<file path="config.mk">
export PLATFORM = sky130hd
export DESIGN_NAME = keypad_matrix_emulator
export DESIGN_NICKNAME = d
export VERILOG_FILES = /design/src/rtl/keypad_matrix_emulator.sv
export SDC_FILE = /design/constraint.sdc
export NUM_CORES = 1
export LEC_CHECK = 0
export ABC_AREA = 1
export CAP_MARGIN = 20
export CORE_MARGIN = 8
export CORE_UTILIZATION = 50
export DETAILED_ROUTE_END_ITERATION = 10
export PLACE_DENSITY = 0.68
export SLEW_MARGIN = 10
export SYNTH_ARGS = -nofsm -noshare
export SYNTH_HDL_FRONTEND = slang
export SYNTH_SLANG_ARGS = --single-unit
</file>
<file path="constraint.sdc">
create_clock -name clk -period 4.8 [get_ports clk]
set_input_delay 0.48 -clock clk [delete_from_list [all_inputs] [get_ports clk]]
set_output_delay 0.48 -clock clk [all_outputs]
set_load 0.01 [all_outputs]
</file>
<file path="src/rtl/keypad_matrix_emulator.sv">
// Keypad-side model of a 4x4 membrane matrix: presses one key per request with
// programmable contact bounce, hold and release gap, driving active-low rows.
//
// state      | meaning
// -----------+----------------------------------------------------------
// IDLE       | waiting for a request, contact open, key_ready high
// BOUNCE_IN  | contact chatters on press, starting closed
// HOLD       | contact solidly closed
// BOUNCE_OUT | contact chatters on release, starting open
// GAP        | contact open; done pulses when this phase ends
module keypad_matrix_emulator #(
   parameter int HOLD_CYCLES   = 200000,
   parameter int BOUNCE_CYCLES = 2000,
   parameter int BOUNCE_PERIOD = 100,
   parameter int GAP_CYCLES    = 50000,
   parameter int CNT_W         = 24
) (
   input  logic       clk,
   input  logic       n_reset,
   input  logic [3:0] columnas,
   input  logic [3:0] key_code,
   input  logic       key_valid,
   output logic       key_ready,
   input  logic       abort,
   output logic [3:0] filas,
   output logic       busy,
   output logic       done
);

   localparam logic [CNT_W-1:0] HOLD_LAST   = CNT_W'(HOLD_CYCLES - 1);
   localparam logic [CNT_W-1:0] BOUNCE_LAST = CNT_W'(BOUNCE_CYCLES - 1);
   localparam logic [CNT_W-1:0] PERIOD_LAST = CNT_W'(BOUNCE_PERIOD - 1);
   localparam logic [CNT_W-1:0] GAP_LAST    = CNT_W'(GAP_CYCLES - 1);
   localparam bit               NO_BOUNCE   = (BOUNCE_CYCLES == 0);

   typedef enum logic [2:0] {
      IDLE,
      BOUNCE_IN,
      HOLD,
      BOUNCE_OUT,
      GAP
   } state_t;

   state_t           state, state_nxt;
   logic [CNT_W-1:0] cnt;
   logic [CNT_W-1:0] pcnt;
   logic             bphase;
   logic [3:0]       key_q;
   logic             contact;
   logic [3:0]       col_sel;
   logic [3:0]       row_sel;
   logic [3:0]       filas_nxt;

   always_comb begin
      state_nxt = state;
      contact   = 1'b0;
      case (state)
         IDLE: begin
            if (key_valid)
               state_nxt = NO_BOUNCE ? HOLD : BOUNCE_IN;
         end
         BOUNCE_IN: begin
            contact = ~bphase;
            if (cnt == BOUNCE_LAST)
               state_nxt = HOLD;
         end
         HOLD: begin
            contact = 1'b1;
            if (cnt == HOLD_LAST)
               state_nxt = NO_BOUNCE ? GAP : BOUNCE_OUT;
         end
         BOUNCE_OUT: begin
            contact = bphase;
            if (cnt == BOUNCE_LAST)
               state_nxt = GAP;
         end
         GAP: begin
            if (cnt == GAP_LAST)
               state_nxt = IDLE;
         end
         default: state_nxt = IDLE;
      endcase
      // abort opens the contact on the very edge it is sampled
      if (abort && (state == BOUNCE_IN || state == HOLD || state == BOUNCE_OUT)) begin
         state_nxt = GAP;
         contact   = 1'b0;
      end
   end

   always_comb begin
      col_sel = 4'b0001;
      row_sel = 4'b0001;
      case (key_q)
         4'h0: begin col_sel = 4'b0001; row_sel = 4'b1000; end
         4'h1: begin col_sel = 4'b0100; row_sel = 4'b0001; end
         4'h2: begin col_sel = 4'b0001; row_sel = 4'b0001; end
         4'h3: begin col_sel = 4'b0010; row_sel = 4'b0001; end
         4'h4: begin col_sel = 4'b0100; row_sel = 4'b0010; end
         4'h5: begin col_sel = 4'b0001; row_sel = 4'b0010; end
         4'h6: begin col_sel = 4'b0010; row_sel = 4'b0010; end
         4'h7: begin col_sel = 4'b0100; row_sel = 4'b0100; end
         4'h8: begin col_sel = 4'b0001; row_sel = 4'b0100; end
         4'h9: begin col_sel = 4'b0010; row_sel = 4'b0100; end
         4'hA: begin col_sel = 4'b1000; row_sel = 4'b0001; end
         4'hB: begin col_sel = 4'b1000; row_sel = 4'b0010; end
         4'hC: begin col_sel = 4'b1000; row_sel = 4'b0100; end
         4'hD: begin col_sel = 4'b1000; row_sel = 4'b1000; end
         4'hE: begin col_sel = 4'b0100; row_sel = 4'b1000; end
         4'hF: begin col_sel = 4'b0010; row_sel = 4'b1000; end
         default: begin col_sel = 4'b0001; row_sel = 4'b0001; end
      endcase
   end

   // any set column bit of the key's column closes the path, as in the real matrix
   assign filas_nxt = (contact && |(columnas & col_sel)) ? ~row_sel : 4'b1111;
   assign key_ready = (state == IDLE);
   assign busy      = (state != IDLE);

   always_ff @(posedge clk or negedge n_reset) begin
      if (!n_reset) begin
         state  <= IDLE;
         cnt    <= '0;
         pcnt   <= '0;
         bphase <= 1'b0;
         key_q  <= 4'h0;
         filas  <= 4'b1111;
         done   <= 1'b0;
      end else begin
         state <= state_nxt;
         filas <= filas_nxt;
         done  <= (state == GAP) && (state_nxt == IDLE);
         if (state == IDLE && key_valid)
            key_q <= key_code;
         if (state_nxt != state || state_nxt == IDLE) begin
            cnt    <= '0;
            pcnt   <= '0;
            bphase <= 1'b0;
         end else begin
            cnt <= cnt + 1'b1;
            if (pcnt == PERIOD_LAST) begin
               pcnt   <= '0;
               bphase <= ~bphase;
            end else begin
               pcnt <= pcnt + 1'b1;
            end
         end
      end
   end

endmodule

</file>
==> flow_metrics.py, run 1 <==
metrics = {
    "global_routing": {
        "grt_pass1_vias": 3109,
        "grtUsageMet3": 0.04880,
        "antenna_found_initial": 0,
        "grt_max_degree": 62,
        "grt_use_met2": 0.2741,
        "grt_overflow_total": 0,
        "gr-max-usage-layer": "met2",
        "grt_pass1_wl_um": 13490,
        "met1_usage": 0.1891,
        "grt_util_all_layers": 0.1631,
    },
    "clock_network": {
        "cts_root_buffer": "clkbuf_8",
        "post_cts_buffers": 0,
        "holdBufCountCts": 0,
        "clock_latency_ps": 330,
        "cts_resized": 0,
        "cts_inserted_buffers": 9,
        "cts-htree-levels": 3,
        "cts_tree": "yes",
        "path_clk_slew_ps": 60,
        "clock-sinks": 61,
        "cts.path.max_buffers": 2,
    },
    "sta": {
        "setup-tns-final_ps": 0,
        "fin_skew_ps": 6.894,
        "hold_ws_ps": 295.0,
        "slew_violations": 0,
        "tightest_slew_ps": 767.4,
        "period_share": 0.5513,
        "finalCriticalPeriod_ps": 2646,
        "finalSetupViolations": 0,
        "hold_viol_final": 0,
        "worst_slew_margin_rel": 0.4884,
        "timing.fmax_mhz": 377.9,
        "rsz0062_at_grt": "false",
    },
    "place": {
        "place_hpwl_um": 5606,
        "io_buffer_count": 18,
        "place_congestion": 0.9072,
        "dp_cells": 589,
        "dpl_cell_area_mm2": 0.003940,
    },
    "worst_setup_path": {
        "critical_path.max_fanout": 36,
        "cpPeakStageDelay_ps": 490,
        "crit_chain": "ha_1 > nand3_2 > nor2_2 > nand3_2 > nand2_1 > nand3_2 > nand2_2 > nand2_1 > nand2_1 > nand3_2 > buf_4 > nor2_1",
        "worstSetupPathType": "reg -> reg",
        "slowest_stage": "nand3_2",
        "timing.critical_path.mode_cell": "nand3_2",
        "cp-end-kind": "flip-flop",
        "critPathTopFamily": "simple AND/OR/NAND/NOR gates",
        "crit_buf_inv": 1,
        "arrival_ps": 2900,
        "required_ps": 5050,
        "cp-start-kind": "flip-flop",
    },
    "power": {
        "power_frac_comb": 0.316,
        "p_seq_frac": 0.397,
        "irDropWorstVdd_v": 0.0002644,
        "power_density_mw_per_mm2": 372.4,
        "power.net_switching_uw": 568.9,
        "p_leak_nw": 1.696,
        "p_int_uw": 967.9,
        "clkPwrFrac": 0.287,
        "switching_share": 0.3702,
    },
    "drt": {
        "vias": 3129,
        "route.detailed.drc": 0,
        "vias_per_cell": 5.198,
        "drt_iter0_markers": 146,
        "wl_per_cell_um": 12.72,
        "ant_nets": 0,
        "wl_um": 7660,
        "dr.pass1.iters": 4,
    },
    "final_layout": {
        "areaGrowthSynthToFinish_pct": 12.25,
        "fin_area_mm2": 0.004126,
        "multiInputGateArea_mm2": 0.001866,
        "diodes": 0,
        "final_util": 0.5751,
        "nFillCells": 678,
        "layoutNonFillerInstCount": 602,
        "final_nets": 521,
        "seqCellArea_mm2": 0.001531,
        "drive_above_1_share": 0.1093,
    },
    "synth": {
        "syn_inst": 476,
        "syn_area_mm2": 0.003676,
        "seq_area_frac_synth": 0.4166,
        "synth_area_per_cell_um2": 7.723,
        "synth_nets": 496,
        "synth_seq_cells": 61,
        "yosys_warnings": 0,
        "synth_cell_types": 33,
    },
    "floorplanning": {
        "row_count": 31,
        "dieArea_mm2": 0.01035,
        "io_pins": 19,
        "fp.dieH_um": 101.7,
        "die_x_um": 101.7,
        "core_area_mm2": 0.007176,
        "initial_utilization": 0.5123,
    },
    "status": {
        "outcome": "finished, final reports clean",
    },
    "worst_hold_path": {
        "hp-class": "in -> async",
    },
    "flow_run": {
        "maxCapViolCount": 0,
    },
}
-- final timing paths --
check,start,end,slack [ps],depth (start not counted)
worst min register to register,cnt[0],cnt[0],460,1
worst max-delay path,cnt[0],cnt[2],2150,12
min in group clk,cnt[0],cnt[0],460,1
worst min-delay path,n_reset,cnt[12],300,2
worst max register to register,cnt[0],cnt[2],2150,12
max in group asynchronous,n_reset,pcnt[19],3980,2
-- layout make-up --
class | instances | area share
clock buffers | 11 | 0.03669
flip-flops and latches | 61 | 0.3711
well taps | 99 | 0.03002
repair buffers | 20 | 0.04609
clock inverters | 2 | 0.008490
inverters | 61 | 0.05549
multi-input cells | 348 | 0.4521
-- Yosys cell counts (all sizes together) --
library cell    n  share of area
a21oi           5         0.0068
a41oi           1         0.0024
buf             5          0.013
clkbuf          1         0.0010
clkinv          1         0.0010
dfrtp          57           0.39
dfstp           4          0.029
ha              8          0.027
inv            60          0.061
nand2          99           0.10
nand3          36          0.054
nand3b          1         0.0020
nand4          15          0.026
nor2          105           0.14
nor3           16          0.023
nor3b           1         0.0020
nor4            9          0.015
o211ai          5          0.010
o21ai          10          0.014
o21bai          1         0.0020
o22ai           1         0.0017
or2             2         0.0034
xnor2           6          0.014
xor2           27          0.064
-- routing by layer --
metal | vias to the layer above | wire length [um]
met5 | - | 0
met4 | 0 | 153
met3 | 17 | 355
met2 | 64 | 3735
met1 | 1482 | 3416
li1 | 1566 | -
-- power by group through the flow --
stage                     Clock [mW]  Combinational (mW)  Sequential (mW)
after floorplan                    0               0.394            0.606
after global placement             0               0.471            0.614
after detailed placement           0               0.481            0.616
after CTS                      0.453               0.489            0.608
after global routing           0.473               0.538            0.618
final                          0.442               0.485            0.610
-- cells by family (layout without fill, tap and decap cells) --
logic type                 count (synthesis)  after routing  share of synthesized area
and+or+nand+nor                          284            284                     0.3649
buffers and inverters                     67             94                    0.07590
DFF                                       61             61                     0.4166
xor gates and xnor gates                  33             33                    0.07863
AOI/OAI and AO/OA                         23             23                    0.03676
adders and majority gates                  8              8                    0.02723
-- cell usage in the layout, fill, tap and decap left out, drive strengths merged --
cell | Yosys | layout
xor2 | 27 | 27
nand3b | 1 | 1
or2 | 2 | 2
o21bai | 1 | 1
nor3b | 1 | 1
inv | 60 | 60
a21oi | 5 | 5
nand3 | 36 | 36
nor2 | 105 | 105
nand4 | 15 | 15
nor3 | 16 | 16
o21ai | 10 | 10
clkinv | 1 | 2
clkbuf | 1 | 11
a41oi | 1 | 1
ha | 8 | 8
clkdlybuf4s50 | 0 | 17
buf | 5 | 3
o211ai | 5 | 5
dfrtp | 57 | 57
nor4 | 9 | 9
nand2 | 99 | 99
bufinv | 0 | 1
o22ai | 1 | 1
dfstp | 4 | 4
xnor2 | 6 | 6
-- sequential cells by signal (all words and copies together), names as in the netlist --
name    cells
bphase      1
cnt        24
filas       4
pcnt       24
done        1
state       3
key_q       4
-- per-stage QoR --
step                setup WS (ps)  total power, mW
finish                       2154            1.537
global route                 1965            1.629
CTS                          2140            1.550
detailed placement           2139            1.097
global placement             2170            1.086
floorplan                    2996           0.9995
Power figures use the tool's default switching activity.
==> run 2, diff against run 1 <==
- PLACE_DENSITY: 0.68 -> 0.71
- clock period: 4.8 -> 2.4 ns (I/O delays scaled with it)
==> run 2 against run 1 <==
- sequential power rose by 98%
- final area rose by 1.5%
- count of clock-buffer cells in the layout fell by 1
- critical path depth fell by 1
- largest power group unchanged
- sequential share of layout area fell by 0.57 points
- wire length fell by 0.78%
- first-iteration DRC count rose by 0.68%
- non-clock buffer count rose by 1
- die area did not move
- utilization rose by 0.89 points
- combinational power rose by 110%
==> flow_metrics.py, run 2 (synthesis gave the netlist of run 1 again) <==
metrics = {
    "status": {
        "outcome": "finished, final reports clean",
    },
    "floorplanning": {
        "initial_utilization": 0.5123,
        "die_x_um": 101.7,
        "row_count": 31,
        "dieArea_mm2": 0.01035,
        "fp.dieH_um": 101.7,
        "core_area_mm2": 0.007176,
        "io_pins": 19,
    },
    "worst_setup_path": {
        "slowest_stage": "dfrtp_1",
        "cp-start-kind": "flip-flop",
        "crit_chain": "ha_1 > nand3_2 > nor2_2 > nand3_2 > nand2_1 > nand3_2 > nand2_2 > nand3_1 > nand3_2 > buf_12 > nor2_1",
        "arrival_ps": 2300,
        "critical_path.max_fanout": 49,
        "required_ps": 2610,
        "cp-end-kind": "flip-flop",
        "worstSetupPathType": "reg -> reg",
        "timing.critical_path.mode_cell": "nand3_2",
        "cpPeakStageDelay_ps": 370,
    },
    "sta": {
        "finalSetupViolations": 0,
        "finalCriticalPeriod_ps": 2093,
        "setup-tns-final_ps": 0,
        "hold_ws_ps": 462.1,
        "hold_viol_final": 0,
        "worst_slew_margin_rel": 0.5201,
        "rsz0062_at_grt": "false",
        "fin_skew_ps": 9.645,
        "timing.fmax_mhz": 477.7,
        "slew_violations": 0,
        "tightest_slew_ps": 719.8,
        "period_share": 0.8722,
    },
    "global_routing": {
        "grt_max_degree": 50,
        "grt_overflow_total": 0,
        "grt_pass1_wl_um": 13300,
        "grt_util_all_layers": 0.1607,
        "antenna_found_initial": 0,
        "grt_pass1_vias": 3098,
    },
    "clock_network": {
        "cts.path.max_buffers": 2,
        "cts_root_buffer": "clkbuf_8",
        "holdBufCountCts": 1,
        "cts_tree": "yes",
        "clock-sinks": 61,
        "cts_resized": 0,
        "cts-htree-levels": 3,
        "cts_inserted_buffers": 9,
        "path_clk_slew_ps": 60,
        "clock_latency_ps": 340,
        "post_cts_buffers": 0,
    },
    "place": {
        "place_congestion": 0.9734,
        "io_buffer_count": 18,
        "dpl_cell_area_mm2": 0.003965,
        "place_hpwl_um": 5659,
    },
    "power": {
        "power_density_mw_per_mm2": 769.5,
        "p_leak_nw": 1.712,
        "finalPower_mw": 3.224,
        "irDropWorstVdd_v": 0.0005650,
    },
    "drt": {
        "drt_iter0_markers": 147,
        "wl_um": 7600,
        "wl_per_cell_um": 12.54,
        "dr.pass1.iters": 4,
        "vias": 3120,
        "route.detailed.drc": 0,
        "ant_nets": 0,
        "vias_per_cell": 5.149,
    },
    "final_layout": {
        "multiInputGateArea_mm2": 0.001866,
        "areaGrowthSynthToFinish_pct": 13.99,
        "reg_top3": "cnt: 24 flops, pcnt: 24 flops",
        "diodes": 0,
        "fin_area_mm2": 0.004190,
        "nFillCells": 647,
        "seqCellArea_mm2": 0.001531,
        "layout_commonest_cell": "nand2_1",
        "final_nets": 522,
        "final_cell_mix": "nand2_1 (95), nor2_1 (86), dfrtp_1 (57)",
        "drive_above_1_share": 0.1124,
    },
    "flow_run": {
        "maxCapViolCount": 0,
    },
    "worst_hold_path": {
        "hp-class": "reg -> reg",
    },
}
run 2: changes by cell type in the layout (fill, tap and decap cells not counted):
cell / before / now
buf_12: 0 / 2
buf_4: 2 / 0
bufinv_16: 1 / 2
clkbuf_1: 0 / 1
clkbuf_8: 11 / 9
clkinvlp_4: 0 / 3
dlygate4sd3_1: 0 / 1
run 2: final timing paths:
| path | to | slack [ps] | cells past startpoint | startpoint |
|---|---|---|---|---|
| hold / removal | cnt[0] | 460 | 1 | cnt[0] |
| setup reg to reg | cnt[23] | 310 | 11 | cnt[0] |
| setup / recovery | cnt[23] | 310 | 11 | cnt[0] |
| min in group asynchronous | done | 480 | 2 | n_reset |
| max in group asynchronous | pcnt[1] | 1290 | 3 | n_reset |
| hold reg to reg | cnt[0] | 460 | 1 | cnt[0] |
run 2: metal layers:
metal,track usage,share of wire,wire length [um],vias to the layer above
met3,0.03711,0.054,413,12
met4,0.07904,0.012,92,0
met2,0.2701,0.49,3713,75
li1,-,-,-,1573
met1,0.1880,0.44,3381,1460
met5,0,0,0,-
run 2: critical path, delay by kind of cell, from the launching register on:
kind	cells	cell delay, ps
buf+inv	1	260
fa+ha+maj	1	220
simple gates	9	1060
flops	1	370
run 2: final cells by class:
type	count	share of cell area
clock inverter	6	0.02090
inverter	61	0.05464
sequential	61	0.3655
timing repair buffer	21	0.05375
multi-input combinational	348	0.4452
clock buffer	10	0.03046
tap	99	0.02956
run 2: metrics by stage:
step / std cells / setup WS [ps] / utilization
2_1_floorplan: 476 / 595.9 / -
4_1_cts: 606 / 327.0 / 0.5840
3_3_place_gp: 589 / 432.0 / 0.5526
5_1_grt: 606 / 104.7 / 0.5840
6_report: 606 / 306.8 / 0.5840
3_5_place_dp: 589 / 342.2 / 0.5526
run 2: where the power goes:
group	leakage, nW	switching, mW	internal, mW
combinational	0.793	0.675	0.335
clock	0.0985	0.419	0.583
sequential	0.820	0.0944	1.12
